===== config.mk =====
export PLATFORM = sky130hd
export DESIGN_NAME = irq_controller_mc_flat
export DESIGN_NICKNAME = d
export VERILOG_FILES = /design/src/rtl/irq_controller_mc_if.sv /design/src/rtl/irq_controller_mc.sv /design/src/flat_wrapper.sv
export SDC_FILE = /design/constraint.sdc
export NUM_CORES = 1
export LEC_CHECK = 0
export CORE_MARGIN = 5
export CORE_UTILIZATION = 34
export DETAILED_ROUTE_END_ITERATION = 8
export SYNTH_ARGS = -nofsm -noshare
export SYNTH_HDL_FRONTEND = slang
export SYNTH_SLANG_ARGS = --single-unit

===== constraint.sdc =====
create_clock -name CLOCK_50 -period 1.9 [get_ports CLOCK_50]
set_input_delay 0.38 -clock CLOCK_50 [delete_from_list [all_inputs] [get_ports CLOCK_50]]
set_output_delay 0.38 -clock CLOCK_50 [all_outputs]
set_load 0.05 [all_outputs]

===== src/rtl/irq_controller_mc_if.sv =====
// Bus and interrupt-presentation signals shared between the core side and the
// interrupt controller.
interface irq_controller_mc_if #(
    parameter int VEC_W = 4
);
    logic [3:0]       bus_addr;
    logic [31:0]      bus_wdata;
    logic             bus_we;
    logic             bus_re;
    logic [31:0]      bus_rdata;
    logic             irq_valid;
    logic [VEC_W-1:0] irq_vector;

    modport master (
        output bus_addr, bus_wdata, bus_we, bus_re,
        input  bus_rdata, irq_valid, irq_vector
    );

    modport slave (
        input  bus_addr, bus_wdata, bus_we, bus_re,
        output bus_rdata, irq_valid, irq_vector
    );
endinterface


===== src/rtl/irq_controller_mc.sv =====
// Multi-source interrupt controller: per-source pending/enable/mode state,
// fixed-priority dispatch of one vector at a time, completion from the CPU domain.
module irq_src_cell (
    input  logic CLOCK_50,
    input  logic reset,
    input  logic src,
    input  logic wbit,
    input  logic en_we,
    input  logic mode_we,
    input  logic pend_w1c,
    input  logic ovf_clr,
    input  logic claim,
    output logic enable,
    output logic mode,
    output logic pending,
    output logic overflow
);
    logic src_q;
    logic rise;

    assign rise = src & ~src_q;

    // A new edge always wins over a same-cycle clear so no request is lost.
    always_ff @(posedge CLOCK_50 or negedge reset) begin
        if (!reset) begin
            src_q    <= 1'b0;
            enable   <= 1'b0;
            mode     <= 1'b1;
            pending  <= 1'b0;
            overflow <= 1'b0;
        end else begin
            src_q <= src;
            if (en_we)   enable <= wbit;
            if (mode_we) mode   <= wbit;
            if (!mode)                          pending <= src;
            else if (rise)                      pending <= 1'b1;
            else if (claim || (pend_w1c && wbit)) pending <= 1'b0;
            if (mode && rise && pending) overflow <= 1'b1;
            else if (ovf_clr)            overflow <= 1'b0;
        end
    end
endmodule

module irq_controller_mc #(
    parameter int N_SRC = 8,
    parameter int VEC_W = 4
) (
    input  logic             CLOCK_50,
    input  logic             reset,
    input  logic [N_SRC-1:0] src_in,
    input  logic             irq_done_async,
    irq_controller_mc_if.slave bus
);
    typedef enum logic [1:0] {IDLE, ACTIVE, DRAIN} state_t;

    state_t           state;
    logic [N_SRC-1:0] enable, mode, pending, overflow, claim, req;
    logic [VEC_W-1:0] sel_idx;
    logic             wr_en, wr_mode, wr_pend, rd_stat;
    logic             done_s1, done_s2, done_s3, done_rise;
    logic [15:0]      ovf16;
    logic [31:0]      rd_mux;
    logic             unused_bits;

    assign unused_bits = ^{bus.bus_addr[1:0], bus.bus_wdata[31:N_SRC]};

    assign wr_en   = bus.bus_we && (bus.bus_addr[3:2] == 2'd0);
    assign wr_mode = bus.bus_we && (bus.bus_addr[3:2] == 2'd1);
    assign wr_pend = bus.bus_we && (bus.bus_addr[3:2] == 2'd2);
    assign rd_stat = bus.bus_re && (bus.bus_addr[3:2] == 2'd3);

    for (genvar g = 0; g < N_SRC; g++) begin : g_src
        irq_src_cell u_cell (
            .CLOCK_50 (CLOCK_50),
            .reset    (reset),
            .src      (src_in[g]),
            .wbit     (bus.bus_wdata[g]),
            .en_we    (wr_en),
            .mode_we  (wr_mode),
            .pend_w1c (wr_pend),
            .ovf_clr  (rd_stat),
            .claim    (claim[g]),
            .enable   (enable[g]),
            .mode     (mode[g]),
            .pending  (pending[g]),
            .overflow (overflow[g])
        );
    end

    assign req = pending & enable;

    // Lowest index has highest priority.
    always_comb begin
        sel_idx = '0;
        for (int i = N_SRC - 1; i >= 0; i--)
            if (req[i]) sel_idx = VEC_W'(i);
        claim = '0;
        for (int i = 0; i < N_SRC; i++)
            claim[i] = (state == IDLE) && req[i] && (sel_idx == VEC_W'(i));
    end

    always_ff @(posedge CLOCK_50 or negedge reset) begin
        if (!reset) begin
            done_s1 <= 1'b0;
            done_s2 <= 1'b0;
            done_s3 <= 1'b0;
        end else begin
            done_s1 <= irq_done_async;
            done_s2 <= done_s1;
            done_s3 <= done_s2;
        end
    end

    assign done_rise = done_s2 & ~done_s3;

    // DRAIN holds off re-dispatch until the done level has fallen again.
    always_ff @(posedge CLOCK_50 or negedge reset) begin
        if (!reset) begin
            state          <= IDLE;
            bus.irq_valid  <= 1'b0;
            bus.irq_vector <= '0;
        end else begin
            case (state)
                IDLE: if (|req) begin
                    bus.irq_valid  <= 1'b1;
                    bus.irq_vector <= sel_idx + VEC_W'(1);
                    state          <= ACTIVE;
                end
                ACTIVE: if (done_rise) begin
                    bus.irq_valid  <= 1'b0;
                    bus.irq_vector <= '0;
                    state          <= DRAIN;
                end
                DRAIN: if (!done_s2) state <= IDLE;
                default: state <= IDLE;
            endcase
        end
    end

    always_comb begin
        ovf16 = '0;
        for (int i = 0; i < N_SRC && i < 16; i++) ovf16[i] = overflow[i];
    end

    always_comb begin
        rd_mux = '0;
        case (bus.bus_addr[3:2])
            2'd0:    rd_mux = 32'(enable);
            2'd1:    rd_mux = 32'(mode);
            2'd2:    rd_mux = 32'(pending);
            default: rd_mux = {ovf16, 16'(bus.irq_vector)};
        endcase
    end

    always_ff @(posedge CLOCK_50 or negedge reset) begin
        if (!reset)          bus.bus_rdata <= '0;
        else if (bus.bus_re) bus.bus_rdata <= rd_mux;
    end
endmodule


===== src/flat_wrapper.sv =====
// flat-port wrapper written by rule: the top's interface ports become plain ports
module irq_controller_mc_flat 
#(
    parameter int N_SRC = 8,
    parameter int VEC_W = 4
)
  (CLOCK_50, reset, src_in, irq_done_async, bus_bus_addr, bus_bus_wdata, bus_bus_we, bus_bus_re, bus_bus_rdata, bus_irq_valid, bus_irq_vector);
  irq_controller_mc_if #(.VEC_W(VEC_W)) bus_i ();
  input  logic CLOCK_50;
  input  logic reset;
  input  logic [N_SRC-1:0] src_in;
  input  logic irq_done_async;
  input wire logic [$bits(bus_i.bus_addr)-1:0] bus_bus_addr;
  input wire logic [$bits(bus_i.bus_wdata)-1:0] bus_bus_wdata;
  input wire logic [$bits(bus_i.bus_we)-1:0] bus_bus_we;
  input wire logic [$bits(bus_i.bus_re)-1:0] bus_bus_re;
  output wire logic [$bits(bus_i.bus_rdata)-1:0] bus_bus_rdata;
  output wire logic [$bits(bus_i.irq_valid)-1:0] bus_irq_valid;
  output wire logic [$bits(bus_i.irq_vector)-1:0] bus_irq_vector;
  assign bus_i.bus_addr = bus_bus_addr;
  assign bus_i.bus_wdata = bus_bus_wdata;
  assign bus_i.bus_we = bus_bus_we;
  assign bus_i.bus_re = bus_bus_re;
  assign bus_bus_rdata = bus_i.bus_rdata;
  assign bus_irq_valid = bus_i.irq_valid;
  assign bus_irq_vector = bus_i.irq_vector;
  irq_controller_mc #(.N_SRC(N_SRC), .VEC_W(VEC_W)) u_core (.CLOCK_50(CLOCK_50), .reset(reset), .src_in(src_in), .irq_done_async(irq_done_async), .bus(bus_i));
endmodule

==> reports/qor.csv <==
metric;value;unit
internal-power;3.08;mW
die_w;105;um
fmax;564;MHz
start_util;34.8;%
dp_hpwl;5130;um
async_reset_ff_share;100;%
critPathKind;flip-flop to flip-flop;
seq_power_share;40.9;%
finalWirelength;6950;um
grt_pass1_wl;11600;um
fin_crit_sh;93.4;%
yosysMostFrequentCell;dfrtp_1;
rsz0062_at_grt;false;
cts_max_path_buffers;2;
avgSynthCellArea;10.9;sq um
synth_commonest_cells;dfrtp_1 (58), nand2_1 (45), mux2_2 (20), buf_4 (17), o21ai_0 (16);
viasPerCell;4.92;
multiInputGateArea;0.00123;sq mm
vias;2260;
synth_area_leaders;dfrtp_1 (48%), mux2_2 (7.4%), dfstp_2 (6.9%);
max_cap_violations;0;
synth_edf_count;0;
core;0.00872;sq mm
diodes;0;
setup_viol;0;
rows;34;
crit_required;2140;ps
antenna_found_initial;0;
switchingPower;1.60;mW
hold_buffers;0;
min_period;1770;ps
grt_pass1_vias;2267;
peakVddDrop;0.774;mV
setup_ws;126;ps
crit_arrival;2010;ps
wl_per_cell;15.1;um
nFillCells;856;
place_congestion;0.812;
die_h;105;um
dr.pass1.iters;4;
cp_max_fo;5;
synth_cells;278;
share_comb_of_total_power;28.6;%
htreeDepth;3;
p_leak;1.76;nW
switching_share;34.3;%
grt_overflow;0;
ys_warn_count;0;
yosysUniqueCellTypes;48;
pin_count;86;
cts_tree;yes;
crit_chain;a22oi_2 -> nand2b_1 -> a21boi_1 -> ha_1 -> a31oi_1 -> a22o_1;
min_path_type;input pin to asynchronous set/reset pin;
synth_area_leader_cell;dfrtp_1;
synth-seq-cells;66;
clkSlewWorstSetupHoldPaths;70;ps
end_kind;flip-flop;
slowest_delay;430;ps
ant_nets;0;
seq_area;0.00166;sq mm
syn_to_final_growth;27.8;%
post-place-ws;-37.6;ps
start_kind;flip-flop;
power.density;1210;mW/mm^2
synth_area;0.00304;sq mm
grt_max_degree;67;
power_frac_clock;30.4;%
finalPower;4.69;mW
status;finished, final reports clean;
io_buffers;43;
fin_util;44.5;%
clk_latency;350;ps
finalHoldViolations;0;
drc_errors;0;
clockRootBuffer;clkbuf_8;
critPathSlowestCell;dfrtp_1;
cts_resized;0;
fin_nets;397;
cts_num_sinks;66;
grtUsageTotal;13.4;%
synth_flop_cell;dfrtp_1;
numCtsBuffers;9;
fin_skew;6.59;ps
drv_slew;0;
synth_seq_area_share;54.7;%
drtIter0Drc;143;
drive_above_1_share;29.9;%
holdWs;30.9;ps
synth_top_area_share;47.8;%
postCtsSetupRepairBufs;0;
dieArea;0.0109;sq mm
cell families after synthesis:
family	Yosys count	synth area share, %
compound gates	63	14.2
simple gates	84	13.5
other cells	1	0.123
fa+ha+maj	2	0.823
buf+inv	36	6.83
mux	26	9.80
flops	66	54.7
routing by layer:
| metal | share of wire, % | up-vias | track usage [%] |
|---|---|---|---|
| met3 | 6.6 | 9 | 4.62 |
| met4 | 1.0 | 0 | 4.16 |
| met2 | 48 | 72 | 20.9 |
| met5 | 0 | - | 0 |
| li1 | - | 1083 | - |
| met1 | 45 | 1096 | 17.5 |
per-stage QoR:
step	setup TNS (ps)	std cells	instance area, sq um
floorplan	0	293	3100
global placement	-349	443	3640
detailed placement	-226	443	3640
CTS	0	459	3880
global route	0	459	3880
finish	0	459	3880
power by group through the flow:
| stage | Combinational (mW) | Clock [mW] | Sequential [mW] |
|---|---|---|---|
| 6_report | 1.34 | 1.43 | 1.92 |
| 2_1_floorplan | 0.654 | 0 | 2.18 |
| 3_5_place_dp | 1.34 | 0 | 1.94 |
| 3_3_place_gp | 1.33 | 0 | 1.94 |
| 5_1_grt | 1.45 | 1.52 | 1.95 |
| 4_1_cts | 1.35 | 1.46 | 1.92 |
sequential cells by signal (all words and copies together), names as in the netlist, 2 cells and up:
signal / cells
u_core.g_src.u_cell.pending: 8
u_core.state: 2
u_core.g_src.u_cell.mode: 8
u_core.g_src.u_cell.overflow: 8
u_core.g_src.u_cell.src_q: 8
u_core.g_src.u_cell.enable: 8
u_core.bus.irq_vector: 4
u_core.bus.bus_rdata: 16
worst paths after layout:
check | start | endpoint | slack (ps) | depth (start not counted)
max | u_core.g_src[4].u_cell.enable | u_core.g_src[2].u_cell.pending | 130 | 6
min reg2reg | u_core.done_s1 | u_core.done_s2 | 360 | 0
min | reset | u_core.g_src[2].u_cell.src_q | 30 | 2
max reg2reg | u_core.g_src[4].u_cell.enable | u_core.g_src[2].u_cell.pending | 130 | 6
min in group CLOCK_50 | u_core.done_s1 | u_core.done_s2 | 360 | 0
max in group asynchronous | reset | u_core.g_src[5].u_cell.mode | 1540 | 2
layout by cell type (no fill, tap or decap), types with 3 or more instances in the layout:
cell type        count
buf_4               43
clkinvlp_4           3
bufinv_16            3
nand2_1             45
dfrtp_1             58
conb_1              16
clkbuf_8             9
nand3_1              3
nor2_1              11
nand2b_1            10
a21oi_1             15
clkdlybuf4s50_1     21
inv_1               11
o21ai_0             16
mux2i_1              5
a22o_1               6
mux2_2              20
o22ai_1              6
dfstp_2              8
layout make-up:
cell class	count	area share [%]
clock buffer	9	3.19
clock inverter	7	3.03
inverter	11	1.06
multi-input combinational	191	31.6
sequential	66	42.8
tap	108	3.48
timing repair buffer	67	14.9
critical path, delay by kind of cell, from the launching register on:
kind                     cells  cell delay (ps)
AO/OA/AOI/OAI                4              880
adder cells (fa/ha/maj)      1              270
flip-flops                   1              430
AND/OR/NAND/NOR              1               80
(Power assumes the default switching activity.)
